File: src/rtl/nf_debug_pkg.sv
// Shared constants, state type and record-word helper for the debug snapshot controller.
package nf_debug_pkg;

    localparam int DBG_VEC_W  = 384;
    localparam int DBG_PORT_W = 96;
    localparam int DBG_WORDS  = 12;

    localparam logic [7:0] DBG_HDR_MAGIC = 8'hDB;
    localparam logic [7:0] DBG_HDR_LEN   = 8'(DBG_WORDS);

    typedef enum logic {
        ST_IDLE = 1'b0,
        ST_SEND = 1'b1
    } dbg_state_t;

    // Payload word k (1..DBG_WORDS) of a record, most significant word first.
    function automatic logic [31:0] dbg_word(input logic [DBG_VEC_W-1:0] v, input logic [3:0] k);
        int idx;
        idx = int'(k) - 1;
        return v[DBG_VEC_W-1-32*idx -: 32];
    endfunction

endpackage

File: src/rtl/nf_debug_period_timer.sv
// Free-running 0..PERIOD_CYCLES-1 counter producing a one-cycle tick at the terminal count.
module nf_debug_period_timer #(
    parameter int unsigned PERIOD_CYCLES = 100000000
) (
    input  logic clk,
    input  logic resetn,
    input  logic enable,
    output logic tick
);

    localparam int unsigned CNT_W = (PERIOD_CYCLES > 1) ? $clog2(PERIOD_CYCLES) : 1;
    localparam logic [CNT_W-1:0] TERM = CNT_W'((PERIOD_CYCLES == 0) ? 0 : PERIOD_CYCLES - 1);

    logic [CNT_W-1:0] cnt;

    always_ff @(posedge clk or negedge resetn) begin
        if (!resetn) begin
            cnt <= '0;
        end else if (!enable || cnt == TERM) begin
            cnt <= '0;
        end else begin
            cnt <= cnt + 1'b1;
        end
    end

    assign tick = enable && (cnt == TERM);

endmodule

File: src/rtl/nf_debug_snapshot_ctrl.sv
// Captures the 384-bit debug vector on a software or periodic trigger and streams it as a
// 13-beat record. Define DBG_CHANGE_DETECT_EN to skip periodic records of an unchanged vector.
//
// state   | meaning
// --------+-----------------------------------------------------------
// ST_IDLE | no record in flight; waiting for a trigger or pending flag
// ST_SEND | streaming header + 12 shadow words, one per handshake
module nf_debug_snapshot_ctrl
    import nf_debug_pkg::*;
#(
    parameter int unsigned PERIOD_CYCLES = 100000000
) (
    input  logic                 axi_aclk,
    input  logic                 axi_resetn,
    input  logic [DBG_VEC_W-1:0] debug_vector,
    input  logic                 snapshot_req,
    output logic [31:0]          m_axis_tdata,
    output logic                 m_axis_tvalid,
    input  logic                 m_axis_tready,
    output logic                 m_axis_tlast,
    output logic                 busy,
    output logic [15:0]          seq_num,
    output logic [15:0]          drop_cnt
);

    localparam bit         TIMER_EN  = (PERIOD_CYCLES != 0);
    localparam logic [3:0] LAST_BEAT = 4'(DBG_WORDS);

    dbg_state_t           state;
    logic [3:0]           beat;
    logic [DBG_VEC_W-1:0] shadow;
    logic                 pending;
    logic                 tick;
    logic                 trig;
    logic                 hs;
    logic                 skip;

    nf_debug_period_timer #(
        .PERIOD_CYCLES(PERIOD_CYCLES)
    ) u_timer (
        .clk    (axi_aclk),
        .resetn (axi_resetn),
        .enable (TIMER_EN),
        .tick   (tick)
    );

    assign trig = snapshot_req | tick;
    assign hs   = m_axis_tvalid & m_axis_tready;
    assign busy = (state == ST_SEND) | pending;

`ifdef DBG_CHANGE_DETECT_EN
    logic [DBG_VEC_W-1:0] last_sent;
    logic                 last_valid;
    logic                 pend_sw;

    // A trigger is timer-only unless a software request is present now or is what set pending.
    assign skip = !(snapshot_req | (pending & pend_sw)) && last_valid && (debug_vector == last_sent);

    always_ff @(posedge axi_aclk or negedge axi_resetn) begin
        if (!axi_resetn) begin
            last_sent  <= '0;
            last_valid <= 1'b0;
            pend_sw    <= 1'b0;
        end else begin
            if (state == ST_SEND && hs && beat == LAST_BEAT) begin
                last_sent  <= shadow;
                last_valid <= 1'b1;
            end
            if (state == ST_SEND && trig && !pending) begin
                pend_sw <= snapshot_req;
            end
        end
    end
`else
    assign skip = 1'b0;
`endif

    always_ff @(posedge axi_aclk or negedge axi_resetn) begin
        if (!axi_resetn) begin
            state         <= ST_IDLE;
            beat          <= '0;
            shadow        <= '0;
            pending       <= 1'b0;
            seq_num       <= '0;
            drop_cnt      <= '0;
            m_axis_tdata  <= '0;
            m_axis_tvalid <= 1'b0;
            m_axis_tlast  <= 1'b0;
        end else begin
            // Triggers arriving mid-record, including on the final handshake, queue or drop.
            if (state == ST_SEND && trig) begin
                if (pending) begin
                    if (drop_cnt != 16'hFFFF) begin
                        drop_cnt <= drop_cnt + 16'd1;
                    end
                end else begin
                    pending <= 1'b1;
                end
            end

            case (state)
                ST_IDLE: begin
                    if (trig || pending) begin
                        pending <= 1'b0;
                        if (!skip) begin
                            shadow        <= debug_vector;
                            beat          <= '0;
                            state         <= ST_SEND;
                            m_axis_tvalid <= 1'b1;
                            m_axis_tlast  <= 1'b0;
                            m_axis_tdata  <= {DBG_HDR_MAGIC, DBG_HDR_LEN, seq_num};
                        end
                    end
                end
                ST_SEND: begin
                    if (hs) begin
                        if (beat == LAST_BEAT) begin
                            state         <= ST_IDLE;
                            m_axis_tvalid <= 1'b0;
                            m_axis_tlast  <= 1'b0;
                            seq_num       <= seq_num + 16'd1;
                        end else begin
                            beat         <= beat + 4'd1;
                            m_axis_tdata <= dbg_word(shadow, beat + 4'd1);
                            m_axis_tlast <= (beat + 4'd1 == LAST_BEAT);
                        end
                    end
                end
            endcase
        end
    end

endmodule
File: config.mk
export PLATFORM = sky130hd
export DESIGN_NAME = nf_debug_snapshot_ctrl
export DESIGN_NICKNAME = d
export VERILOG_FILES = /design/src/rtl/nf_debug_pkg.sv /design/src/rtl/nf_debug_period_timer.sv /design/src/rtl/nf_debug_snapshot_ctrl.sv
export SDC_FILE = /design/constraint.sdc
export NUM_CORES = 1
export LEC_CHECK = 0
export CORE_UTILIZATION = 56
export DETAILED_ROUTE_END_ITERATION = 10
export PLACE_DENSITY = 0.86
export SETUP_SLACK_MARGIN = 0.1
export SLEW_MARGIN = 20
export SYNTH_ARGS = -nofsm -noshare
export SYNTH_HDL_FRONTEND = slang
export SYNTH_SLANG_ARGS = --single-unit
File: constraint.sdc
create_clock -name axi_aclk -period 8.3 [get_ports axi_aclk]
set_input_delay 1.245 -clock axi_aclk [delete_from_list [all_inputs] [get_ports axi_aclk]]
set_output_delay 1.245 -clock axi_aclk [all_outputs]
set_load 0.01 [all_outputs]
==> results.md <==
- The run finished with clean final reports.
- The synthesized area is 22200 µm².
- The count of endpoints failing hold in the final timing report is 0.
- The total of warnings raised by yosys is 0.
- Counting every instance in the synthesized netlist gives 1493.
- The number of gates resized after CTS was 0.
- The post-cts hold buffer count is 0.
- The core box area is 38830 µm².
- Before antenna repair, the detailed router went through 5 iterations.
- The sum of routed wire length over all layers is 61.00 mm.
- The number of cells traversed by the worst register-to-register path is 9.
- Of the available clock period, the critical path in the final layout requires 0.5435.
- The first routing iteration left 935 violations.
- Counting along the longest clock path gives a buffer depth of 3.
- The placed instances occupy a cell area of 26830 µm².
- Clock skew on the completed layout was measured at 0.02978 ns.
- Entering global routing, the biggest net connects 191 pins.
- The via count of the first global-routing pass was 15780.
- The net count after synthesis is 1888.
- The count of final setup violators is 0.
- Across the VDD grid, the largest voltage drop is 0.0003140 V.
- At the pin with the least slew margin, the transition time is 1.195 ns.
- The average footprint of a synthesized cell is 14.87 µm².
- The final weighted congestion in routability-driven placement is 0.9923.
- The H-tree generated during clock tree synthesis spans 2 levels.
- After detailed routing, the number of vias per cell comes to 5.951.
- The standby leakage power is 11.32 nW.
- Fill cells in the final layout number 2473.
- The total number of placement rows is 72.
- The final total negative setup slack is 0 ns.
- Along the worst path, the maximum fanout reaches 52.
- In the global route stage, overall resource usage came out at 0.3099.
- In this run the remaining antenna-violating nets after routing total 0.
- The number of cells on the worst hold path is 1.
- In the routed design, unresolved DRC markers number 0.
- The width of the die is 201.1 µm.
- The ratio of cells with drive above 1 in the final layout is 0.1208.
- Max-cap violations in this run came to 0.
- At the worst endpoint, the arrival time is 5.04 ns.
- The number of port buffers is 454.
- In the final routed layout, each cell accounts on average for 24.66 µm.
- The netlist uses 57 different library cells.
- The critical path in this run is classified as flip-flop to flip-flop.
- The CTS clock-pin slew for the worst setup and hold paths is 0.06 ns.
- The fraction of synthesis flops using an asynchronous set or reset pin is 1.000.
- The final design instance area without fill is 28440 µm².
- Dividing total power by cell area gives a power density of 399.7 nW/µm².
- The post-CTS setup-driven buffer insertion count is 0.
- The share of the Yosys chip area taken by registers is 0.5445.
- The wire-length estimate of the detail-placed layout is 44.62 mm.
- Power comes to 0.01137 W.
- The number of nets at the end of the flow is 2308.
- The overall overflow remaining after global route is 0.
- The area overhead of the layout relative to synthesis is 28.11%.
- In this run, synthesis produced a sequential element count of 483.
- The TritonCTS clock tree is done.
- The final critical-path required period is 4.511 ns.
- The slowest library cell on the worst path is sky130_fd_sc_hd__ha_2.
- The kind of start point of the critical path is a flip-flop.
- The number of antenna violations at the first check in global routing was 19.
- The most used flip-flop cell after synthesis is sky130_fd_sc_hd__dfrtp_1.
- The tightest slew margin relative to the limit is 0.2035.
- The worst setup path is captured at a flip-flop.
- At the later pin of the worst-skew pair, clock insertion delay measures 0.61 ns.
- The die footprint is 40440 µm².
- The first global-routing pass estimated 94.18 mm of wire.
- The initial utilization of the core area, before any placement, comes to 0.5717.
- The die height is 201.1 µm.
- The number of buffers and inverters on the critical path is 1.
- The critical path crosses 9 cells after its start point.
- For this run, the slowest stage of the critical path takes 1.01 ns.
- In this run the count of I/O pins placed on the die edge is 455.
- The number of enable-type register cells in the synthesized netlist is 0.
- Setup repair after global routing left no endpoint under its margin.
- Clock tree synthesis found a total of 483 sinks.
- The maximum operating frequency is 221.7 MHz.
- In this run the worst hold path is classified as flip-flop to flip-flop.
- Among cell families on the critical path, the largest total delay comes from adder cells.
- The number of buffers created by CTS is 50.
- The routed layout has 14720 vias.
- The CTS root buffer is sky130_fd_sc_hd__clkbuf_16.
- The worst endpoint required time is 8.82 ns.
- The number of pins with negative max-slew slack in the final report was 0.
- The critical path goes through inv_1, ha_4, nand3b_1, xnor2_1, ha_2, nor2b_2, a221o_1, o211ai_1, a31oi_1.
-- cell type report --
cell class	count	area [µm²]	area share
diodes	11	27.53	0.0009680
clock buffers	75	1446	0.05086
clock inverters	9	116.4	0.004092
inverters	14	52.55	0.001848
multi-input cells	897	9366	0.3294
flip-flops and latches	483	12090	0.4252
well taps	518	648.1	0.02279
repair buffers	467	4688	0.1649
-- power breakdown --
part           internal [W]  total [W]  leakage, nW  switching (W)
clock               0.00126    0.00217        0.763       0.000914
sequential          0.00345    0.00419         5.73       0.000737
combinational       0.00267    0.00500         4.83        0.00234
-- Yosys cell counts, types with 14 or more instances --
cell type,instances,area [µm²]
sky130_fd_sc_hd__o21ai_0,15,75.07
sky130_fd_sc_hd__inv_1,14,52.55
sky130_fd_sc_hd__dfrtp_1,483,12090
sky130_fd_sc_hd__nand2_1,40,150.1
sky130_fd_sc_hd__buf_6,29,326.6
sky130_fd_sc_hd__a31oi_1,18,112.6
sky130_fd_sc_hd__nor4_1,14,87.58
sky130_fd_sc_hd__o211ai_1,19,142.6
sky130_fd_sc_hd__mux2_1,360,4054
sky130_fd_sc_hd__mux2_2,42,473.0
sky130_fd_sc_hd__a221o_1,15,150.1
sky130_fd_sc_hd__xnor2_1,29,254.0
sky130_fd_sc_hd__clkbuf_1,43,161.4
sky130_fd_sc_hd__nand3_1,28,140.1
sky130_fd_sc_hd__xor2_1,26,227.7
sky130_fd_sc_hd__nor3b_1,34,255.2
sky130_fd_sc_hd__nor2_1,31,116.4
sky130_fd_sc_hd__mux4_2,96,2162
sky130_fd_sc_hd__a21oi_1,35,175.2
-- placed cells by master (no fill, tap or decap), types with 15 or more instances in the layout --
cell and count:
sky130_fd_sc_hd__dfrtp_1 482, sky130_fd_sc_hd__nor3b_1 34, sky130_fd_sc_hd__a21oi_1 35, sky130_fd_sc_hd__mux2_1 360, sky130_fd_sc_hd__xnor2_1 29, sky130_fd_sc_hd__mux2_2 42
sky130_fd_sc_hd__clkbuf_1 16, sky130_fd_sc_hd__xor2_1 26, sky130_fd_sc_hd__nand3_1 28, sky130_fd_sc_hd__nor2_1 28, sky130_fd_sc_hd__mux4_2 96, sky130_fd_sc_hd__nand2_1 40
sky130_fd_sc_hd__o211ai_1 19, sky130_fd_sc_hd__o21ai_0 15, sky130_fd_sc_hd__a31oi_1 18, sky130_fd_sc_hd__clkbuf_16 51, sky130_fd_sc_hd__clkdlybuf4s50_1 453, sky130_fd_sc_hd__a221o_1 15
-- path summary, 6_finish.rpt --
kind / slack [ns] / start / end
hold / removal: 0.48 / shadow[27]$_DFFE_PN0P_ / shadow[27]$_DFFE_PN0P_
setup reg to reg: 3.79 / beat[0]$_DFFE_PN0P_ / m_axis_tdata[15]$_DFFE_PN0P_
hold reg to reg: 0.48 / shadow[27]$_DFFE_PN0P_ / shadow[27]$_DFFE_PN0P_
min in group asynchronous: 0.66 / axi_resetn / shadow[154]$_DFFE_PN0P_
max in group asynchronous: 6.14 / axi_resetn / beat[0]$_DFFE_PN0P_
setup / recovery: 3.79 / beat[0]$_DFFE_PN0P_ / m_axis_tdata[15]$_DFFE_PN0P_
-- registers in the layout, indices dropped and copies added, names as in the netlist --
| name | count |
|---|---|
| shadow | 384 |
| m_axis_tdata | 32 |
| u_timer.cnt | 27 |
| drop_cnt | 16 |
| seq_num | 16 |
| beat | 4 |
| m_axis_tlast | 1 |
| m_axis_tvalid | 1 |
| pending | 1 |
| state | 1 |
-- kinds of logic (layout without fill, tap and decap cells) --
family,after synthesis,in the layout,synth area share
buf+inv,113,565,0.03484
simple gates,202,202,0.05045
compound gates,133,133,0.04166
xor+xnor,56,56,0.02277
flops,483,483,0.5445
other cells,0,11,0
mux,499,499,0.3018
fa+ha+maj,7,7,0.003946
-- worst register-to-register path: cells and delay by family (launching register included) --
kind	cells	cell delay, ns
AO/OA/AOI/OAI	3	0.58
AND/OR/NAND/NOR	2	0.94
adder cells (fa/ha/maj)	2	1.62
buffers and inverters	1	0.32
XOR/XNOR	1	0.09
flip-flops	1	0.90
-- metrics by stage --
stage | setup slack, ns | utilization | cells | hold slack (ns)
2_1_floorplan | 4.679 | - | 1493 | 0.4468
3_3_place_gp | 3.683 | 0.6908 | 2378 | 0.4613
3_5_place_dp | 3.492 | 0.6910 | 2378 | 0.4687
6_report | 3.789 | 0.7324 | 2474 | 0.4772
5_1_grt | 3.534 | 0.7322 | 2471 | 0.4844
4_1_cts | 3.485 | 0.7312 | 2462 | 0.4813
-- per-layer routing --
metal | share of wire | global-route usage
met1 | 0.37 | 0.3716
met2 | 0.51 | 0.5225
met3 | 0.086 | 0.09459
met4 | 0.038 | 0.1249
met5 | 0.0025 | 0
No activity file was read; power rests on OpenSTA's default activity.
